<file path="src/rtl/enemy_collision_scanner.sv">
// Snapshots the player and NUM_ENEMIES enemy positions on start, then tests one enemy per clock
// for sprite overlap. Optional macro COLLIDE_MARGIN_EN shrinks the hitbox by MARGIN pixels.
module enemy_collision_scanner #(
    parameter int NUM_ENEMIES = 8,
    parameter int COORD_W     = 10,
    parameter int SPRITE_SIZE = 16,
    parameter int IDX_W       = 3,
    parameter int CNT_W       = 4,
    parameter int MARGIN      = 2
) (
    input  logic                                 clk,
    input  logic                                 rst_n,
    input  logic                                 start,
    input  logic [2*COORD_W-1:0]                 player_pos,
    input  logic [NUM_ENEMIES*2*COORD_W-1:0]     enemy_pos,
    input  logic [NUM_ENEMIES-1:0]               enemy_valid,
    output logic                                 busy,
    output logic                                 done,
    output logic [NUM_ENEMIES-1:0]               hit_mask,
    output logic                                 any_hit,
    output logic [IDX_W-1:0]                     first_hit_idx,
    output logic [CNT_W-1:0]                     hit_count,
    output logic [COORD_W-$clog2(SPRITE_SIZE)-1:0] pblockposx,
    output logic [COORD_W-$clog2(SPRITE_SIZE)-1:0] pblockposy
);
    localparam int SHIFT = $clog2(SPRITE_SIZE);
    localparam int PW    = 2 * COORD_W;

`ifdef COLLIDE_MARGIN_EN
    localparam bit MARGIN_ON = 1'b1;
`else
    localparam bit MARGIN_ON = 1'b0;
`endif
    localparam int THR = MARGIN_ON ? SPRITE_SIZE - MARGIN : SPRITE_SIZE;
    localparam logic [COORD_W:0] THR_V = (COORD_W + 1)'(THR);

    typedef enum logic [1:0] {IDLE, SCAN, DONE} state_t;

    state_t                 state;
    state_t                 state_next;
    logic [IDX_W-1:0]       idx;
    logic [PW-1:0]          snap_player;
    logic [PW-1:0]          snap_enemy [NUM_ENEMIES];
    logic [NUM_ENEMIES-1:0] snap_valid;

    logic                   last;
    logic [COORD_W-1:0]     px, py, ex, ey;
    logic [COORD_W:0]       dx, dy;
    logic                   hit;

    assign last = (idx == IDX_W'(NUM_ENEMIES - 1));

    always_ff @(posedge clk or negedge rst_n) begin
        if (!rst_n) state <= IDLE;
        else        state <= state_next;
    end

    always_comb begin
        state_next = state;
        case (state)
            IDLE:    if (start) state_next = SCAN;
            SCAN:    if (last)  state_next = DONE;
            DONE:    state_next = IDLE;
            default: state_next = IDLE;
        endcase
    end

    // Differences are one bit wider than a coordinate so the screen never wraps.
    always_comb begin
        px  = snap_player[PW-1:COORD_W];
        py  = snap_player[COORD_W-1:0];
        ex  = snap_enemy[idx][PW-1:COORD_W];
        ey  = snap_enemy[idx][COORD_W-1:0];
        dx  = (ex >= px) ? ({1'b0, ex} - {1'b0, px}) : ({1'b0, px} - {1'b0, ex});
        dy  = (ey >= py) ? ({1'b0, ey} - {1'b0, py}) : ({1'b0, py} - {1'b0, ey});
        hit = snap_valid[idx] && (dx <= THR_V) && (dy <= THR_V);
    end

    always_ff @(posedge clk or negedge rst_n) begin
        if (!rst_n) begin
            busy          <= 1'b0;
            done          <= 1'b0;
            hit_mask      <= '0;
            any_hit       <= 1'b0;
            first_hit_idx <= '0;
            hit_count     <= '0;
            pblockposx    <= '0;
            pblockposy    <= '0;
            idx           <= '0;
            snap_player   <= '0;
            snap_valid    <= '0;
            for (int k = 0; k < NUM_ENEMIES; k++) snap_enemy[k] <= '0;
        end else begin
            case (state)
                IDLE: begin
                    done <= 1'b0;
                    if (start) begin
                        snap_player   <= player_pos;
                        snap_valid    <= enemy_valid;
                        for (int k = 0; k < NUM_ENEMIES; k++)
                            snap_enemy[k] <= enemy_pos[k*PW +: PW];
                        pblockposx    <= player_pos[PW-1:COORD_W+SHIFT];
                        pblockposy    <= player_pos[COORD_W-1:SHIFT];
                        hit_mask      <= '0;
                        any_hit       <= 1'b0;
                        first_hit_idx <= '0;
                        hit_count     <= '0;
                        idx           <= '0;
                        busy          <= 1'b1;
                    end
                end
                SCAN: begin
                    if (hit) begin
                        hit_mask[idx] <= 1'b1;
                        any_hit       <= 1'b1;
                        hit_count     <= hit_count + CNT_W'(1);
                        if (!any_hit) first_hit_idx <= idx;
                    end
                    if (!last) idx <= idx + IDX_W'(1);
                end
                DONE: begin
                    done <= 1'b1;
                    busy <= 1'b0;
                end
                default: begin
                    done <= 1'b0;
                    busy <= 1'b0;
                end
            endcase
        end
    end

endmodule

</file>
<file path="config.mk">
export PLATFORM = sky130hd
export DESIGN_NAME = enemy_collision_scanner
export DESIGN_NICKNAME = d
export VERILOG_FILES = /design/src/rtl/enemy_collision_scanner.sv
export SDC_FILE = /design/constraint.sdc
export NUM_CORES = 1
export LEC_CHECK = 0
export ABC_AREA = 1
export BUFFER_PORTS_ARGS = -buffer_cell sky130_fd_sc_hd__buf_4
export CAP_MARGIN = 20
export CORE_UTILIZATION = 50
export DETAILED_ROUTE_END_ITERATION = 6
export PLACE_DENSITY = 0.73
export REMOVE_ABC_BUFFERS = 1
export SKIP_LAST_GASP = 1
export SYNTH_ARGS = -nofsm -noshare
export SYNTH_HDL_FRONTEND = slang
export SYNTH_SLANG_ARGS = --single-unit
</file>
<file path="constraint.sdc">
create_clock -name clk -period 5.67 [get_ports clk]
set_clock_uncertainty 0.15 [all_clocks]
set_input_delay 0.567 -clock clk [delete_from_list [all_inputs] [get_ports clk]]
set_output_delay 0.567 -clock clk [all_outputs]
set_load 0.05 [all_outputs]
</file>
==> impl_metrics.env, run 1 <==
export IMPL_outcome="finished clean"
export IMPL_avgRoutedWirePerCell_um=16.46
export IMPL_power_leakage_uw=0.007734
export IMPL_worst_slew_margin_rel_pct=21.17
export IMPL_worst_path_largest_cell_delay_ps=510
export IMPL_synth_ff_type="sky130_fd_sc_hd__dfrtp_1"
export IMPL_floorplan_initialDensity_pct=50.98
export IMPL_gp_congestion=0.9306
export IMPL_share_of_layout_cells_above_drive_strength_1_pct=17.52
export IMPL_timing_fmax_mhz=204.1
export IMPL_post_route_period_util_pct=86.41
export IMPL_power_density_mw_per_mm2=727.4
export IMPL_post_route_drc_count=0
export IMPL_synth_enable_flop_cells=0
export IMPL_synth_seq_area_share_pct=45.89
export IMPL_cp_data_required_time_ps=5910
export IMPL_first_global_vias=10546
export IMPL_synth_seq_cells=211
export IMPL_detail_route_first_pass_iterations=5
export IMPL_layout_cells_most_common_list="sky130_fd_sc_hd__nand2_1, sky130_fd_sc_hd__buf_4, sky130_fd_sc_hd__dfrtp_1"
export IMPL_die_width_um=153.7
export IMPL_area_growth_pct=23.40
export IMPL_worst_case_setup_slack_after_placement_ps=841.4
export IMPL_synthArstFlopShare_pct=100.0
export IMPL_wirelength_um=33660
export IMPL_grt_start_max_net_pins=194
export IMPL_slew_limit_fails=0
export IMPL_placement_io_buffers=220
export IMPL_clkLatencyLatePin_ps=520
export IMPL_timing_max_cap_violations=0
export IMPL_numClockSinks=211
export IMPL_drt_iter0_markers=803
export IMPL_ant_nets=0
export IMPL_via_per_inst=5.265
export IMPL_synth_yosys_warnings=0
export IMPL_clkTransAtPathRegs_ps=70
export IMPL_via_count=10766
export IMPL_ff2ff_setup_slack_ps=770
export IMPL_global_route_usage_total_pct=28.73
export IMPL_cpMostUsedCell="sky130_fd_sc_hd__nand2_1"
export IMPL_setup_viol=0
export IMPL_tritoncts_num_buffers=24
export IMPL_clk_root_buffer_cell="sky130_fd_sc_hd__clkbuf_16"
export IMPL_finalHoldViolCount=0
export IMPL_crit_fanout=15
export IMPL_wp_data_arrival_ps=5140
export IMPL_clockBufferDepth=3
export IMPL_hold_class="primary input to flip-flop"
export IMPL_antenna_found_initial=2
export IMPL_setup_worst_path_start_class="flip-flop"
export IMPL_fin_worst_hold_slack_ps=89.76
export IMPL_detailed_placement_hpwl_um=23980
export IMPL_yosys_top_cells_area="sky130_fd_sc_hd__dfrtp_1, sky130_fd_sc_hd__nand2_1, sky130_fd_sc_hd__inv_1"
export IMPL_worstMarginPinSlew_ps=1182
export IMPL_synth_cells=1551
export IMPL_rsz0062_at_grt="false"
export IMPL_synth_area_per_cell_um2=7.418
export IMPL_fp_row_count=55
export IMPL_worst_path_max_delay_cell="sky130_fd_sc_hd__ha_1"
export IMPL_max_vdd_ir_drop_mv=0.2810
export IMPL_yosysTopAreaCell="sky130_fd_sc_hd__dfrtp_1"
export IMPL_fp_dieH_um=153.7
export IMPL_design_core_area_mm2=0.02257
export IMPL_layout_nets=1976
export IMPL_num_io_pins=221
export IMPL_tritoncts="built"
export IMPL_min_period_ps=4900
export IMPL_design_die_area_mm2=0.02362
export IMPL_synthDistinctLibCells=41
export IMPL_path_cells="inv_1 -> nand3_1 -> inv_1 -> a221oi_1 -> nand4_1 -> ha_1 -> nand2_1 -> nor2_2 -> nand2_1 -> nand2_1 -> nand2_1 -> nand2_1 -> nand2_1 -> nor2_1 -> nand3_1 -> nand2_1 -> nand2_1 -> nor2_2 -> nand3_2 -> nand3_1 -> nand2_1"
export IMPL_cts_max_level=1
export IMPL_timing_setup_critical_path_class="flip-flop to flip-flop"
export IMPL_overflow=0
export IMPL_layout_cells_most_common="sky130_fd_sc_hd__nand2_1"
export IMPL_synth_top_area_share_pct=45.89
export IMPL_global_route_wire_length_before_repair_um=53840
export IMPL_postLayoutSetupSlackWorst_ps=770.4
export IMPL_timing_critical_path_to_type="flip-flop"
export IMPL_cell_area_synth_mm2=0.01151
report_power, final:
| group | internal, uW | switching, uW |
|---|---|---|
| clock | 947 | 627 |
| sequential | 2180 | 380 |
| combinational | 2060 | 4140 |
| total | 5180 | 5150 |
cell type report:
cell class	instances	area [um2]
well taps	285	356.6
repair buffers	236	1813
diodes	2	5.005
multi-input cells	1087	5254
clock buffers	32	691.9
flip-flops and latches	211	5280
inverters	182	688.2
fillers	2019	8373
clock inverters	10	110.1
cell families (layout without fill, tap and decap cells):
family,Yosys count,in the layout,synth area share (%)
AND/OR/NAND/NOR,857,857,30.02
flip-flops,211,211,45.89
buffers and inverters,253,460,8.786
AO/OA/AOI/OAI,178,178,9.939
other,0,2,0
adder cells (fa/ha/maj),43,43,4.676
XOR/XNOR,9,9,0.6851
path summary, 6_finish.rpt:
kind                                     start               to  cells after the start
worst max-delay path                    idx[2]     hit_count[3]                     21
worst min-delay path             enemy_pos[38]  snap_enemy[138]                      3
worst max register to register          idx[2]     hit_count[3]                     21
worst min register to register  snap_enemy[23]   snap_enemy[23]                      2
max in group asynchronous                rst_n   snap_enemy[55]                      3
min in group asynchronous                rst_n   snap_player[9]                      2
metal layers:
metal  track usage (%)  wire [um]  vias to the layer above
li1                  -          -                     5255
met1             39.15      14920                     5132
met2             47.84      15990                      320
met3             3.100       1694                       59
met4             9.857       1063                        0
met5                 0          0                        -
critical path, delay by kind of cell, from the launching register on:
| kind | cells | cell delay, ps |
|---|---|---|
| and+or+nand+nor | 17 | 2570 |
| buffers and inverters | 2 | 620 |
| DFF | 1 | 480 |
| adders and majority gates | 1 | 510 |
| AOI/OAI and AO/OA | 1 | 430 |
cells in the mapped netlist, types with 2 or more instances:
cell type                   count
sky130_fd_sc_hd__nor2_2         5
sky130_fd_sc_hd__buf_2          3
sky130_fd_sc_hd__nor3_1         6
sky130_fd_sc_hd__nor2_1        42
sky130_fd_sc_hd__nand2_2        4
sky130_fd_sc_hd__nand3b_1       2
sky130_fd_sc_hd__a21oi_1       20
sky130_fd_sc_hd__a21oi_2        3
sky130_fd_sc_hd__nand4_1       28
sky130_fd_sc_hd__a21boi_2       2
sky130_fd_sc_hd__clkinv_1       2
sky130_fd_sc_hd__ha_1          43
sky130_fd_sc_hd__a21boi_0       3
sky130_fd_sc_hd__a22o_1        20
sky130_fd_sc_hd__nand2_1      698
sky130_fd_sc_hd__nand3_1       57
sky130_fd_sc_hd__o21ai_1        2
sky130_fd_sc_hd__or2_2          7
sky130_fd_sc_hd__o2bb2ai_1      2
sky130_fd_sc_hd__o22ai_1       18
sky130_fd_sc_hd__dfrtp_1      211
sky130_fd_sc_hd__xor2_1         8
sky130_fd_sc_hd__inv_1        179
sky130_fd_sc_hd__a22oi_1        8
sky130_fd_sc_hd__buf_4         13
sky130_fd_sc_hd__o21ai_0       73
sky130_fd_sc_hd__o21bai_1       4
sky130_fd_sc_hd__nor3_2         2
sky130_fd_sc_hd__a221oi_1      23
sky130_fd_sc_hd__clkbuf_1      52
sequential cells by signal (all words and copies together) (netlist names), 2 cells and up:
| register | count |
|---|---|
| snap_enemy | 160 |
| pblockposy | 5 |
| hit_mask | 8 |
| hit_count | 4 |
| idx | 3 |
| first_hit_idx | 3 |
| snap_player | 9 |
| pblockposx | 6 |
| state | 2 |
| snap_valid | 8 |
what timing repair did:
item                      4_1_cts  5_1_grt
hold buffers                    1        0
hold endpoints to repair       18        0
setup buffers                   0        0
gates resized for setup         0        0
stage by stage:
stage | utilization, % | std cells | TNS, ps | cell area (um2) | total power (uW)
5_1_grt | 62.90 | 2045 | 0 | 14200 | 11280
2_1_floorplan | - | 1480 | -442210 | 11180 | 6981
3_5_place_dp | 59.16 | 1999 | 0 | 13350 | 8654
6_report | 62.90 | 2045 | 0 | 14200 | 10330
3_3_place_gp | 59.16 | 1999 | 0 | 13350 | 8615
4_1_cts | 62.76 | 2042 | 0 | 14170 | 10280
(Power assumes the default switching activity.)
==> run 2, diff against run 1 <==
clock period = 6.3 ns   (was 5.67 ns; I/O delays follow)
==> run 2 against run 1 <==
Register-to-register slack gained 560 ps. Wire length shrank 1.1%. Sequential power fell by 10%. Final cell count shrank 0.34%. Via count fell by 0.81%. Count of clock-buffer cells in the layout shrank 1. Sequential share of layout area up 0.30 points. Largest cell class unchanged. Highest routed layer unchanged.
==> impl_metrics.env, run 2 (synthesized netlist as in run 1, its figures left out) <==
export IMPL_dp_cells=1997
export IMPL_ff2ff_setup_slack_ps=1330
export IMPL_rsz0062_at_grt="false"
export IMPL_slew_limit_fails=0
export IMPL_largest_register_ff_count=160
export IMPL_num_io_pins=221
export IMPL_worstReg2RegStart="idx[2]"
export IMPL_fin_worst_hold_slack_ps=55.67
export IMPL_reg2reg_to="hit_count[3]"
export IMPL_clkTransAtPathRegs_ps=60
export IMPL_top_regs="snap_enemy x160, snap_player x9"
export IMPL_tritoncts_num_buffers=23
export IMPL_layout_cells_most_common_list="sky130_fd_sc_hd__nand2_1, sky130_fd_sc_hd__buf_4, sky130_fd_sc_hd__dfrtp_1"
export IMPL_floorplan_initialDensity_pct=50.98
export IMPL_power_leakage_uw=0.007676
export IMPL_outcome="finished clean"
export IMPL_clk_root_buffer_cell="sky130_fd_sc_hd__clkbuf_16"
export IMPL_via_per_inst=5.240
export IMPL_fillCellCount=2052
export IMPL_timing_max_cap_violations=0
export IMPL_global_route_wire_length_before_repair_um=53520
export IMPL_gp_congestion=0.9149
export IMPL_clockBufferDepth=3
export IMPL_timing_setup_critical_path_class="flip-flop to flip-flop"
export IMPL_detailed_placement_hpwl_um=24040
export IMPL_grt_start_max_net_pins=170
export IMPL_wp_data_arrival_ps=5210
export IMPL_fp_dieH_um=153.7
export IMPL_share_of_layout_cells_above_drive_strength_1_pct=17.25
export IMPL_clkLatencyLatePin_ps=520
export IMPL_worst_slew_margin_rel_pct=34.21
export IMPL_cts_max_level=1
export IMPL_avgRoutedWirePerCell_um=16.33
export IMPL_post_route_drc_count=0
export IMPL_wirelength_um=33290
export IMPL_cts_repair_resized=0
export IMPL_ant_nets=0
export IMPL_design_core_area_mm2=0.02257
export IMPL_numClockSinks=211
export IMPL_post_cts_setup_buffers=0
export IMPL_max_vdd_ir_drop_mv=0.2669
export IMPL_ff_latch_area_mm2=0.005280
export IMPL_layout_nets=1972
export IMPL_timing_critical_path_to_type="flip-flop"
export IMPL_worst_reg2reg_path_depth=20
export IMPL_detail_route_first_pass_iterations=5
export IMPL_die_width_um=153.7
export IMPL_overflow=0
export IMPL_area_growth_pct=22.41
export IMPL_register_bank_with_the_most_flops="snap_enemy"
export IMPL_timing_fmax_mhz=201.4
export IMPL_design_die_area_mm2=0.02362
export IMPL_hold_class="primary input to async pin"
export IMPL_power_density_mw_per_mm2=649.8
export IMPL_tritoncts="built"
export IMPL_worstMarginPinSlew_ps=986.8
export IMPL_layout_cells_most_common="sky130_fd_sc_hd__nand2_1"
export IMPL_min_period_ps=4966
export IMPL_multi_input_comb_area_mm2=0.005254
export IMPL_antenna_found_initial=2
export IMPL_finalHoldViolCount=0
export IMPL_placement_io_buffers=220
export IMPL_post_route_period_util_pct=78.83
export IMPL_finalNonFillerCells=2038
export IMPL_cts_hold_buf=0
export IMPL_setup_worst_path_start_class="flip-flop"
export IMPL_first_global_vias=10350
export IMPL_crit_fanout=15
export IMPL_global_route_usage_total_pct=28.73
export IMPL_setup_viol=0
export IMPL_fp_row_count=55
export IMPL_cp_data_required_time_ps=6550
export IMPL_drt_iter0_markers=737
export IMPL_via_count=10679
## run 2: cell count changes in the layout (fill, tap and decap cells not counted), sizes merged
cell         before  now
clkinv            7    4
buf             234  232
clkbuf           33   32
bufinv            2    1
inv             182  183
dlygate4sd3       1    0
## run 2: how the worst max path moves through the flow
stage	startpoint	end	slack, ps	cells past startpoint
floorplan	start	pblockposx[0]	-2000	3
global placement	idx[2]	hit_count[3]	1430	20
detailed placement	idx[2]	hit_mask[2]	1350	19
CTS	idx[2]	hit_count[3]	1360	20
global route	idx[2]	hit_mask[2]	860	20
finish	idx[2]	hit_count[3]	1330	20
## run 2: stage by stage
step                setup WS, ps  util (%)  instance area, um2  total power (uW)  TNS, ps
floorplan                  -1998         -               11180              6283  -335610
global placement            1425     59.04               13330              7758        0
detailed placement          1354     59.04               13330              7785        0
CTS                         1358     62.26               14050              9128        0
global route               859.0     62.40               14080             10050        0
finish                      1334     62.40               14080              9152        0
## run 2: power breakdown
| group | leakage [uW] | switching (uW) | total [uW] | internal, uW |
|---|---|---|---|---|
| Clock | 0.000358 | 546 | 1310 | 767 |
| Sequential | 0.00264 | 340 | 2300 | 1960 |
| Combinational | 0.00468 | 3700 | 5540 | 1840 |
## run 2: layout make-up
cell class,count,area share (%)
Sequential cell,211,37.49
Inverter,182,4.886
Clock inverter,7,0.4975
Timing Repair Buffer,233,12.61
Antenna cell,2,0.03553
Multi-Input combinational cell,1087,37.30
Tap cell,285,2.532
Clock buffer,31,4.655
## run 2: per-layer routing
layer  up-vias  wire (um)  track usage (%)
li1       5243          -                -
met1      5021      15000            40.38
met2       346      15110            44.87
met3        69       1871            3.720
met4         0       1304            12.24
met5         -          0                0
## run 2: worst max-delay path, cell delays in order, from the launching register on
cell                       delay, ps
sky130_fd_sc_hd__dfrtp_1         490
sky130_fd_sc_hd__inv_1           220
sky130_fd_sc_hd__nand3_1         400
sky130_fd_sc_hd__inv_1           450
sky130_fd_sc_hd__a221oi_1        460
sky130_fd_sc_hd__nand4_1         270
sky130_fd_sc_hd__ha_1            450
sky130_fd_sc_hd__nand2_1         220
sky130_fd_sc_hd__inv_1           120
sky130_fd_sc_hd__a21oi_1         180
sky130_fd_sc_hd__nand3_1         110
sky130_fd_sc_hd__nor2_2          260
sky130_fd_sc_hd__nand2_1         100
sky130_fd_sc_hd__nand2_1          60
sky130_fd_sc_hd__nand2_1          60
sky130_fd_sc_hd__inv_1            50
sky130_fd_sc_hd__nand3_1          70
sky130_fd_sc_hd__nor2_2          170
sky130_fd_sc_hd__nand3_2         320
sky130_fd_sc_hd__nand3_1         170
sky130_fd_sc_hd__nand2_1          70
==> run 3, diff against run 2 <==
PLACE_DENSITY = 0.76   (was 0.73)
clock period = 4 ns   (was 6.3 ns; I/O delays follow)
==> run 3 against run 2 <==
The run now ends with hold timing left. Final cell count rose by 12%. Critical path type unchanged. Flip-flop and latch count did not move. Setup slack got worse by 1200 ps. Die area did not move. Worst hold slack got worse by 59 ps. Sequential power rose by 60%. Register-to-register slack got worse by 1200 ps. Combinational power rose by 91%. Global-route usage rose by 7.2 points. Maximum frequency rose by 28%. Count of clock-buffer cells in the layout did not move. First-iteration DRC count rose by 59%.
==> impl_metrics.env, run 3 (synthesized netlist as in run 1, its figures left out) <==
export IMPL_outcome="complete, but fails checks"
export IMPL_failed_checks="hold timing"
export IMPL_place_area_mm2=0.01365
export IMPL_setup_worst_path_start_class="flip-flop"
export IMPL_post_route_drc_count=0
export IMPL_via_per_inst=5.564
export IMPL_timing_fmax_mhz=257.5
export IMPL_crit_fanout=9
export IMPL_via_count=12703
export IMPL_wp_data_arrival_ps=4170
export IMPL_detailed_placement_hpwl_um=25560
export IMPL_register_bank_with_the_most_flops="snap_enemy"
export IMPL_setup_viol=0
export IMPL_layout_cells_most_common="sky130_fd_sc_hd__nand2_1"
export IMPL_dp_cells=2032
export IMPL_numClockSinks=211
export IMPL_worst_slew_margin_rel_pct=31.22
export IMPL_floorplan_initialDensity_pct=50.98
export IMPL_hold_class="primary input to flip-flop"
export IMPL_finalNonFillerCells=2283
export IMPL_min_to="snap_enemy[29]"
export IMPL_timing_max_cap_violations=0
export IMPL_power_leakage_uw=0.008837
export IMPL_gp_congestion=0.9566
export IMPL_num_io_pins=221
export IMPL_global_route_wire_length_before_repair_um=65980
export IMPL_layout_nets=2213
export IMPL_first_global_vias=12757
export IMPL_wirelength_um=43040
export IMPL_timing_setup_critical_path_class="flip-flop to flip-flop"
export IMPL_area_growth_pct=47.00
export IMPL_reg2reg_to="hit_mask[3]"
export IMPL_overflow=0
export IMPL_global_route_usage_total_pct=35.90
export IMPL_hold_start="enemy_pos[129]"
export IMPL_design_die_area_mm2=0.02362
export IMPL_cts_max_level=1
export IMPL_worstReg2RegStart="idx[0]"
export IMPL_min_period_ps=3884
export IMPL_detail_route_first_pass_iterations=6
export IMPL_die_width_um=153.7
export IMPL_fp_row_count=55
export IMPL_clkTransAtPathRegs_ps=60
export IMPL_fp_dieH_um=153.7
export IMPL_fin_worst_hold_slack_ps=-3.791
export IMPL_layout_cell_area_non_filler_mm2=0.01691
export IMPL_ant_nets=0
export IMPL_layout_cells_most_common_list="sky130_fd_sc_hd__nand2_1, sky130_fd_sc_hd__buf_4, sky130_fd_sc_hd__dfrtp_1"
export IMPL_post_route_period_util_pct=97.10
export IMPL_timing_critical_path_to_type="flip-flop"
export IMPL_grt_start_max_net_pins=120
export IMPL_clk_root_buffer_cell="sky130_fd_sc_hd__clkbuf_16"
export IMPL_clockBufferDepth=3
export IMPL_clkLatencyLatePin_ps=530
export IMPL_tritoncts_num_buffers=24
export IMPL_fin_tns_setup_ps=0
export IMPL_slew_limit_fails=0
export IMPL_tritoncts="built"
export IMPL_drt_iter0_markers=1175
export IMPL_max_vdd_ir_drop_mv=0.4245
export IMPL_finalHoldViolCount=1
export IMPL_ff2ff_setup_slack_ps=120
export IMPL_holdPathStages=3
export IMPL_layout_core_utilization_pct=74.93
export IMPL_largest_register_ff_count=160
export IMPL_worstMarginPinSlew_ps=1032
export IMPL_cp_data_required_time_ps=4290
export IMPL_power_density_mw_per_mm2=989.4
export IMPL_placement_io_buffers=220
export IMPL_antenna_found_initial=2
export IMPL_avgRoutedWirePerCell_um=18.85
export IMPL_top_regs="snap_enemy x160, snap_player x9"
export IMPL_worst_reg2reg_path_depth=21
export IMPL_design_core_area_mm2=0.02257
export IMPL_share_of_layout_cells_above_drive_strength_1_pct=20.79
[run 3: cell count changes in the layout (fill, tap and decap cells not counted), moves of 4 or more]
cell | previous run | this run
sky130_fd_sc_hd__a221oi_1 | 23 | 11
sky130_fd_sc_hd__a221oi_2 | 0 | 11
sky130_fd_sc_hd__buf_12 | 0 | 7
sky130_fd_sc_hd__buf_4 | 231 | 277
sky130_fd_sc_hd__bufinv_16 | 1 | 5
sky130_fd_sc_hd__dlygate4sd3_1 | 0 | 186
sky130_fd_sc_hd__ha_1 | 43 | 27
sky130_fd_sc_hd__ha_2 | 0 | 5
sky130_fd_sc_hd__ha_4 | 0 | 11
sky130_fd_sc_hd__inv_1 | 179 | 175
sky130_fd_sc_hd__nand2_1 | 697 | 685
sky130_fd_sc_hd__nand2_2 | 4 | 15
sky130_fd_sc_hd__nor2_1 | 42 | 38
[run 3: area by class of cell]
type | instances | area (um2)
Fill cell | 1518 | 5658
Sequential cell | 211 | 5280
Clock inverter | 12 | 197.7
Inverter | 182 | 694.4
Multi-Input combinational cell | 1087 | 5584
Timing Repair Buffer | 473 | 4118
Tap cell | 285 | 356.6
Clock buffer | 31 | 678.2
Antenna cell | 2 | 5.005
[run 3: timing repair]
action / 4_1_cts / 5_1_grt
gates resized for setup: 15 / 61
cloned: 0 / 0
pin swaps: 4 / 17
hold buffers: 186 / 0
endpoints found under the setup margin: 16 / 16
setup buffers: 6 / 14
hold endpoints to repair: 301 / 0
[run 3: report_power, final]
group,total [uW],internal [uW],switching [uW]
registers,3690,3090,603
clock network,2450,1520,931
logic,10600,3960,6630
[run 3: critical path: stages (launching register included)]
cell and delay [ps]:
sky130_fd_sc_hd__dfrtp_1 390, sky130_fd_sc_hd__buf_4 180, sky130_fd_sc_hd__nand3_2 130, sky130_fd_sc_hd__clkinvlp_4 160, sky130_fd_sc_hd__buf_4 180, sky130_fd_sc_hd__a221oi_1 350
sky130_fd_sc_hd__nand4_1 180, sky130_fd_sc_hd__buf_4 200, sky130_fd_sc_hd__ha_1 290, sky130_fd_sc_hd__nand2_1 110, sky130_fd_sc_hd__nor2_1 220, sky130_fd_sc_hd__nand3_1 110
sky130_fd_sc_hd__nand3_1 90, sky130_fd_sc_hd__nand4_1 100, sky130_fd_sc_hd__nor2_1 110, sky130_fd_sc_hd__nand3_1 70, sky130_fd_sc_hd__nand2_1 60, sky130_fd_sc_hd__nand2_1 100
sky130_fd_sc_hd__nor2_2 160, sky130_fd_sc_hd__nand3_2 80, sky130_fd_sc_hd__buf_4 190, sky130_fd_sc_hd__a21boi_1 170
[run 3: how the worst max path moves through the flow]
stage	startpoint	to	slack [ps]
floorplan	state[0]	pblockposx[0]	-4100
global placement	idx[0]	hit_count[3]	-170
detailed placement	idx[0]	hit_mask[3]	-230
CTS	idx[2]	hit_mask[2]	1
global route	idx[0]	hit_count[2]	-90
finish	idx[0]	hit_mask[3]	120
[run 3: through the flow]
stage	hold slack, ps	worst slack [ps]	total power, uW
after detailed placement	316.2	-231.8	12730
after global routing	5.314	-87.13	17970
after CTS	2.397	1.423	15560
after floorplan	-45.59	-4098	9895
final	-3.791	116.2	16740
after global placement	311.9	-171.7	12620
[run 3: per-layer routing]
metal	wire length [um]	GRT usage (%)
met1	16200	43.39
met2	20820	60.26
met3	3237	5.665
met4	2782	22.48
met5	0	0
